`config.mk`:
```
export PLATFORM = sky130hd
export DESIGN_NAME = spi_rx_fifo
export DESIGN_NICKNAME = d
export VERILOG_FILES = /design/src/rtl/spi_rx_fifo.sv
export SDC_FILE = /design/constraint.sdc
export NUM_CORES = 1
export LEC_CHECK = 0
export CAP_MARGIN = 30
export CORE_MARGIN = 10
export CORE_UTILIZATION = 56
export DETAILED_ROUTE_END_ITERATION = 10
export GPL_TIMING_DRIVEN = 0
export PLACE_DENSITY = 0.78
export SYNTH_ARGS = -nofsm -noshare
export SYNTH_HDL_FRONTEND = slang
export SYNTH_SLANG_ARGS = --single-unit
```
`constraint.sdc`:
```
create_clock -name PCLK -period 2.75 [get_ports PCLK]
set_input_delay 0.55 -clock PCLK [delete_from_list [all_inputs] [get_ports PCLK]]
set_output_delay 0.55 -clock PCLK [all_outputs]
set_load 0.02 [all_outputs]
```
`src/rtl/spi_rx_fifo.sv`:
```
// SPI mode-0 receive deserialiser feeding a word FIFO drained by single-cycle POP strobes (optional SPI_RX_OVERRUN_EN flag).
// Latency: SCK pin to sample 3 PCLK, last sample to push 1 PCLK, POP to read_data 1 PCLK.
// Backpressure: none toward SPI; a push into a full FIFO without a same-cycle POP is dropped.
module spi_rx_fifo #(
    parameter int DWIDTH        = 8,
    parameter int FIFO_DEPTH    = 8,
    parameter int counter_width = $clog2(FIFO_DEPTH + 1)
) (
    input  logic                     PCLK,
    input  logic                     PRESETn,
    input  logic                     SPI_SCK,
    input  logic                     SPI_MISO,
    input  logic                     SPI_CS_N,
    input  logic                     POP,
    output logic [DWIDTH-1:0]        read_data,
    output logic                     EMPTY,
    output logic                     FULL,
    output logic [counter_width-1:0] cnt
`ifdef SPI_RX_OVERRUN_EN
    ,
    output logic                     OVERRUN,
    input  logic                     CLR_OVR
`endif
);

    localparam int BW = $clog2(DWIDTH);
    localparam int PW = $clog2(FIFO_DEPTH);
    localparam logic [BW-1:0]            LP_LAST  = BW'(DWIDTH - 1);
    localparam logic [counter_width-1:0] LP_DEPTH = counter_width'(FIFO_DEPTH);

    typedef enum logic [1:0] {ST_IDLE, ST_SHIFT, ST_PUSH} state_t;

    logic [1:0]              r_sck_sync, r_miso_sync, r_cs_sync;
    logic                    r_sck_d;
    state_t                  r_state, w_state_nxt;
    logic [DWIDTH-1:0]       r_shift;
    logic [BW-1:0]           r_bitcnt;
    logic [DWIDTH-1:0]       r_mem [FIFO_DEPTH];
    logic [PW-1:0]           r_wr_ptr, r_rd_ptr;
    logic [counter_width-1:0] r_cnt;
    logic [DWIDTH-1:0]       r_rdata;
    logic                    w_sck_rise, w_miso, w_cs_n;
    logic                    w_push, w_push_ok, w_pop_ok;

    // CS_N synchroniser resets to the inactive level so IDLE waits for a genuine low.
    always_ff @(posedge PCLK or negedge PRESETn) begin
        if (!PRESETn) begin
            r_sck_sync  <= 2'b00;
            r_miso_sync <= 2'b00;
            r_cs_sync   <= 2'b11;
            r_sck_d     <= 1'b0;
        end else begin
            r_sck_sync  <= {r_sck_sync[0], SPI_SCK};
            r_miso_sync <= {r_miso_sync[0], SPI_MISO};
            r_cs_sync   <= {r_cs_sync[0], SPI_CS_N};
            r_sck_d     <= r_sck_sync[1];
        end
    end

    assign w_sck_rise = r_sck_sync[1] & ~r_sck_d;
    assign w_miso     = r_miso_sync[1];
    assign w_cs_n     = r_cs_sync[1];

    always_ff @(posedge PCLK or negedge PRESETn) begin
        if (!PRESETn) r_state <= ST_IDLE;
        else          r_state <= w_state_nxt;
    end

    always_comb begin
        w_state_nxt = r_state;
        w_push      = 1'b0;
        case (r_state)
            ST_IDLE:  if (!w_cs_n) w_state_nxt = ST_SHIFT;
            ST_SHIFT: begin
                if (w_cs_n)                                 w_state_nxt = ST_IDLE;
                else if (w_sck_rise && r_bitcnt == LP_LAST) w_state_nxt = ST_PUSH;
            end
            ST_PUSH: begin
                w_push      = 1'b1;
                w_state_nxt = w_cs_n ? ST_IDLE : ST_SHIFT;
            end
            default:  w_state_nxt = ST_IDLE;
        endcase
    end

    always_ff @(posedge PCLK or negedge PRESETn) begin
        if (!PRESETn) begin
            r_shift  <= '0;
            r_bitcnt <= '0;
        end else begin
            case (r_state)
                ST_SHIFT: if (!w_cs_n && w_sck_rise) begin
                    r_shift  <= {r_shift[DWIDTH-2:0], w_miso};
                    r_bitcnt <= r_bitcnt + 1'b1;
                end
                ST_PUSH:  r_bitcnt <= '0;
                default: begin
                    r_shift  <= '0;
                    r_bitcnt <= '0;
                end
            endcase
        end
    end

    // When full, a same-cycle pop frees the slot; the pop reads the old word before it is overwritten.
    assign w_pop_ok  = POP & (r_cnt != '0);
    assign w_push_ok = w_push & ((r_cnt < LP_DEPTH) | POP);

    always_ff @(posedge PCLK) begin
        if (w_push_ok) r_mem[r_wr_ptr] <= r_shift;
    end

    always_ff @(posedge PCLK or negedge PRESETn) begin
        if (!PRESETn) begin
            r_wr_ptr <= '0;
            r_rd_ptr <= '0;
            r_cnt    <= '0;
            r_rdata  <= '0;
        end else begin
            if (w_push_ok) r_wr_ptr <= r_wr_ptr + 1'b1;
            if (w_pop_ok) begin
                r_rdata  <= r_mem[r_rd_ptr];
                r_rd_ptr <= r_rd_ptr + 1'b1;
            end
            if (w_push_ok && !w_pop_ok)      r_cnt <= r_cnt + 1'b1;
            else if (w_pop_ok && !w_push_ok) r_cnt <= r_cnt - 1'b1;
        end
    end

`ifdef SPI_RX_OVERRUN_EN
    logic r_ovr;
    logic w_drop;
    assign w_drop = w_push & ~w_push_ok;

    always_ff @(posedge PCLK or negedge PRESETn) begin
        if (!PRESETn)     r_ovr <= 1'b0;
        else if (w_drop)  r_ovr <= 1'b1;
        else if (CLR_OVR) r_ovr <= 1'b0;
    end

    assign OVERRUN = r_ovr;
`endif

    assign read_data = r_rdata;
    assign cnt       = r_cnt;
    assign EMPTY     = (r_cnt == '0);
    assign FULL      = (r_cnt == LP_DEPTH);

endmodule

```
==> results.md <==
* Die width at 105 um
* DPL Wire Length at 4.57 mm
* Avg Inst Size Synth at 16.0 sq um
* Via/cell ratio at 5.48
* Global-route wire length before repair at roughly 11 mm
* Mapped Cells at approximately 260
* Layout cells sized above 1 at 20.3%
* Register area share after synthesis at 70.4%
* Die ar. at 11100 sq um
* Vias in the first global route at ~2200
* CTS tree: done
* Synth async-reset ratio at 37.3%
* Wirelength per Cell at around 17 um
* Status: finished clean
* Final worst slack at 0.173 ns
* Max-Cap Viols at 0
* Peak Freq at 0.388 GHz
* Worst IR drop on VDD at ~0.50 mV
* Slew @ Worst Pin at 0.844 ns
* CTS Buf Count at 9
* Synth Warn # at 0
* Initial DRC Count at 86
* Place WS at -0.246 ns
* Setup violators final at 0
* Hold crit path type: in -> async
* Slew headroom at 43.7%
* Post-DRT Antenna Nets at 0
* Critical Path Fanout Max at 6
* Final Hold Fails at 0
* Tmin final at 2.58 ns
* RSZ-0062 raised after global routing: no
* Final antenna diode count at 0
* Routed WL at 6.62 mm
* Latest clock arrival within the worst-skew pair at 0.36 ns
* Critical path startpoint category: primary input
* GR Overflow Total at 0
* Starting Density at 56.9%
* Initial antenna violation count at 0
* Mapped Area at 4090 sq um
* DRC viols at 0
* Worst EP required at 2.98 ns
* Clock transition at path regs at around 0.090 ns
* Tcrit/Tclk final at 93.7%
* Max Slew Vio Count at 0
* Critical Path End Type: flop
* Largest net degree at the start of global routing at 39
* I/O pins at 20
* Total power at 0.00424 W
* # rows at 31
* Synthesized flop and latch total at between 100 and 150
* Layout Skew at 0.0127 ns
* I/O Buffers at 19
* CTS H-Tree Depth at 3
* DR vias at 2161
* Core Box Area at 7180 sq um
* Leakage at 1.77 nW
* Die Height at 105 um
* Worst Path Arrival at 2.81 ns
* Clk sinks at 102
* EDFF count, synth at 64
* Kind of critical path: in -> reg
* Net count of the finished layout at roughly 300
* Library cells used by synthesis at 38
* Total GRT Usage at 12.6%
* Maximum buffer depth of the clock tree at 2
* CTS Hold Bufs at 0
* Mapped Nets at about 270
* Top_reg_cell synth: edfxtp_1
* Global placement routability congestion at around 0.75
* Fin Setup TNS at 0 ns
* Root buffer cell: clkbuf_8
* Pwr Density at 912 nW/um^2
* Syn-to-layout area delta at 13.7%
* DRT Pass-1 Iters at 4
## state kept, by name, indices dropped and copies added, names as in the netlist
signal       count
cnt              4
r_bitcnt         3
r_cs_sync        2
r_mem           64
r_miso_sync      2
r_rd_ptr         3
r_sck_d          1
r_sck_sync       2
r_shift          8
r_state          2
r_wr_ptr         3
read_data        8
## cell usage in the layout, fill, tap and decap left out, types with 2 or more instances in the layout
cell / instances
xor2_1: 2
nor3_1: 5
nand2b_1: 7
buf_4: 6
o22ai_1: 8
ha_1: 6
dfrtp_1: 33
dfrtp_2: 3
clkdlybuf4s50_1: 18
inv_1: 4
clkinv_2: 2
nor2_1: 11
clkinv_4: 2
mux2_2: 19
edfxtp_1: 64
a21oi_1: 2
xnor2_1: 5
buf_6: 2
a221o_1: 8
mux2i_1: 19
o21ai_0: 2
nand2_1: 15
buf_2: 3
dfstp_2: 2
a22o_1: 8
o21ai_1: 8
clkbuf_1: 2
clkbuf_8: 9
buf_12: 2
## metrics by stage
step | instances | hold WS (ns) | area (sq um) | utilization [%]
global placement | 373 | 0.334 | 4410 | 61.4
detailed placement | 375 | 0.339 | 4420 | 61.6
CTS | 391 | 0.334 | 4610 | 64.3
floorplan | 255 | 0.254 | 4100 | -
finish | 394 | 0.285 | 4650 | 64.7
global route | 394 | 0.325 | 4650 | 64.7
## critical path, stage by stage
cell and delay, ns:
clkdlybuf4s50_1 0.50, inv_1 0.07, a21oi_2 0.29, ha_2 0.28, inv_1 0.12, ha_1 0.29, a21o_1 0.21, a2111oi_2 0.36
o31ai_1 0.13
## synth_stat cells (2+ instances only)
cell / n / area [sq um]
buf_6: 2 / 22.5
dfrtp_1: 36 / 901
ha_1: 7 / 87.6
dfstp_2: 2 / 52.6
a22o_1: 8 / 70.1
nor2_1: 11 / 41.3
nand2_1: 15 / 56.3
xnor2_1: 5 / 43.8
xor2_1: 2 / 17.5
edfxtp_1: 64 / 1920
buf_2: 2 / 10.0
buf_12: 2 / 40.0
nor3_1: 5 / 25.0
o21ai_1: 8 / 40.0
o21ai_0: 2 / 10.0
a21oi_1: 2 / 10.0
mux2_2: 19 / 214
mux2i_1: 19 / 190
a221o_1: 8 / 80.1
o22ai_1: 8 / 50.1
clkbuf_1: 2 / 7.51
nand2b_1: 7 / 43.8
inv_1: 4 / 15.0
## kinds of logic (layout without fill, tap and decap cells)
| logic type | count (synthesis) | after routing | synth area share, % |
|---|---|---|---|
| muxes | 38 | 38 | 9.89 |
| xor gates and xnor gates | 7 | 7 | 1.50 |
| buffers and inverters | 14 | 54 | 2.60 |
| DFF | 102 | 102 | 70.4 |
| AOI/OAI and AO/OA | 42 | 42 | 7.59 |
| and+or+nand+nor | 44 | 44 | 5.42 |
| adders and majority gates | 8 | 8 | 2.63 |
## final cells by class
class	instances	area [sq um]
Multi-Input combinational cell	139	1120
Tap cell	99	124
Inverter	4	15.0
Clock buffer	10	149
Fill cell	512	2530
Clock inverter	6	42.5
Timing Repair Buffer	24	220
Sequential cell	102	2880
Buffer	10	93.8
## final timing paths
kind	cells after the start	endpoint	slack, ns	from
min reg2reg	0	r_sck_sync[1]$_DFF_PN0_	0.36	r_sck_sync[0]$_DFF_PN0_
max	9	cnt[3]$_DFFE_PN0P_	0.17	POP
max reg2reg	9	cnt[3]$_DFFE_PN0P_	0.20	cnt[0]$_DFFE_PN0P_
min in group PCLK	0	r_sck_sync[1]$_DFF_PN0_	0.36	r_sck_sync[0]$_DFF_PN0_
max in group asynchronous	1	cnt[3]$_DFFE_PN0P_	1.87	PRESETn
min	1	r_shift[7]$_DFFE_PN0P_	0.29	PRESETn
## routing by layer
metal	global-route usage (%)	wire, um
met1	15.8	3050
met4	3.73	55
met3	5.18	308
met5	0	0
met2	19.5	3210
## what timing repair did
action	4_1_cts	5_1_grt
setup buffers	0	3
gates resized for setup	2	6
endpoints found under the setup margin	1	1
## report_power, final
part / internal [W] / leakage (nW) / total, W / switching (W)
sequential: 0.00174 / 1.07 / 0.00187 / 0.000122
combinational: 0.000785 / 0.595 / 0.00149 / 0.000706
clock: 0.000388 / 0.102 / 0.000879 / 0.000491
total: 0.00292 / 1.77 / 0.00424 / 0.00132
Note: power is estimated with default switching activity, not from simulation.
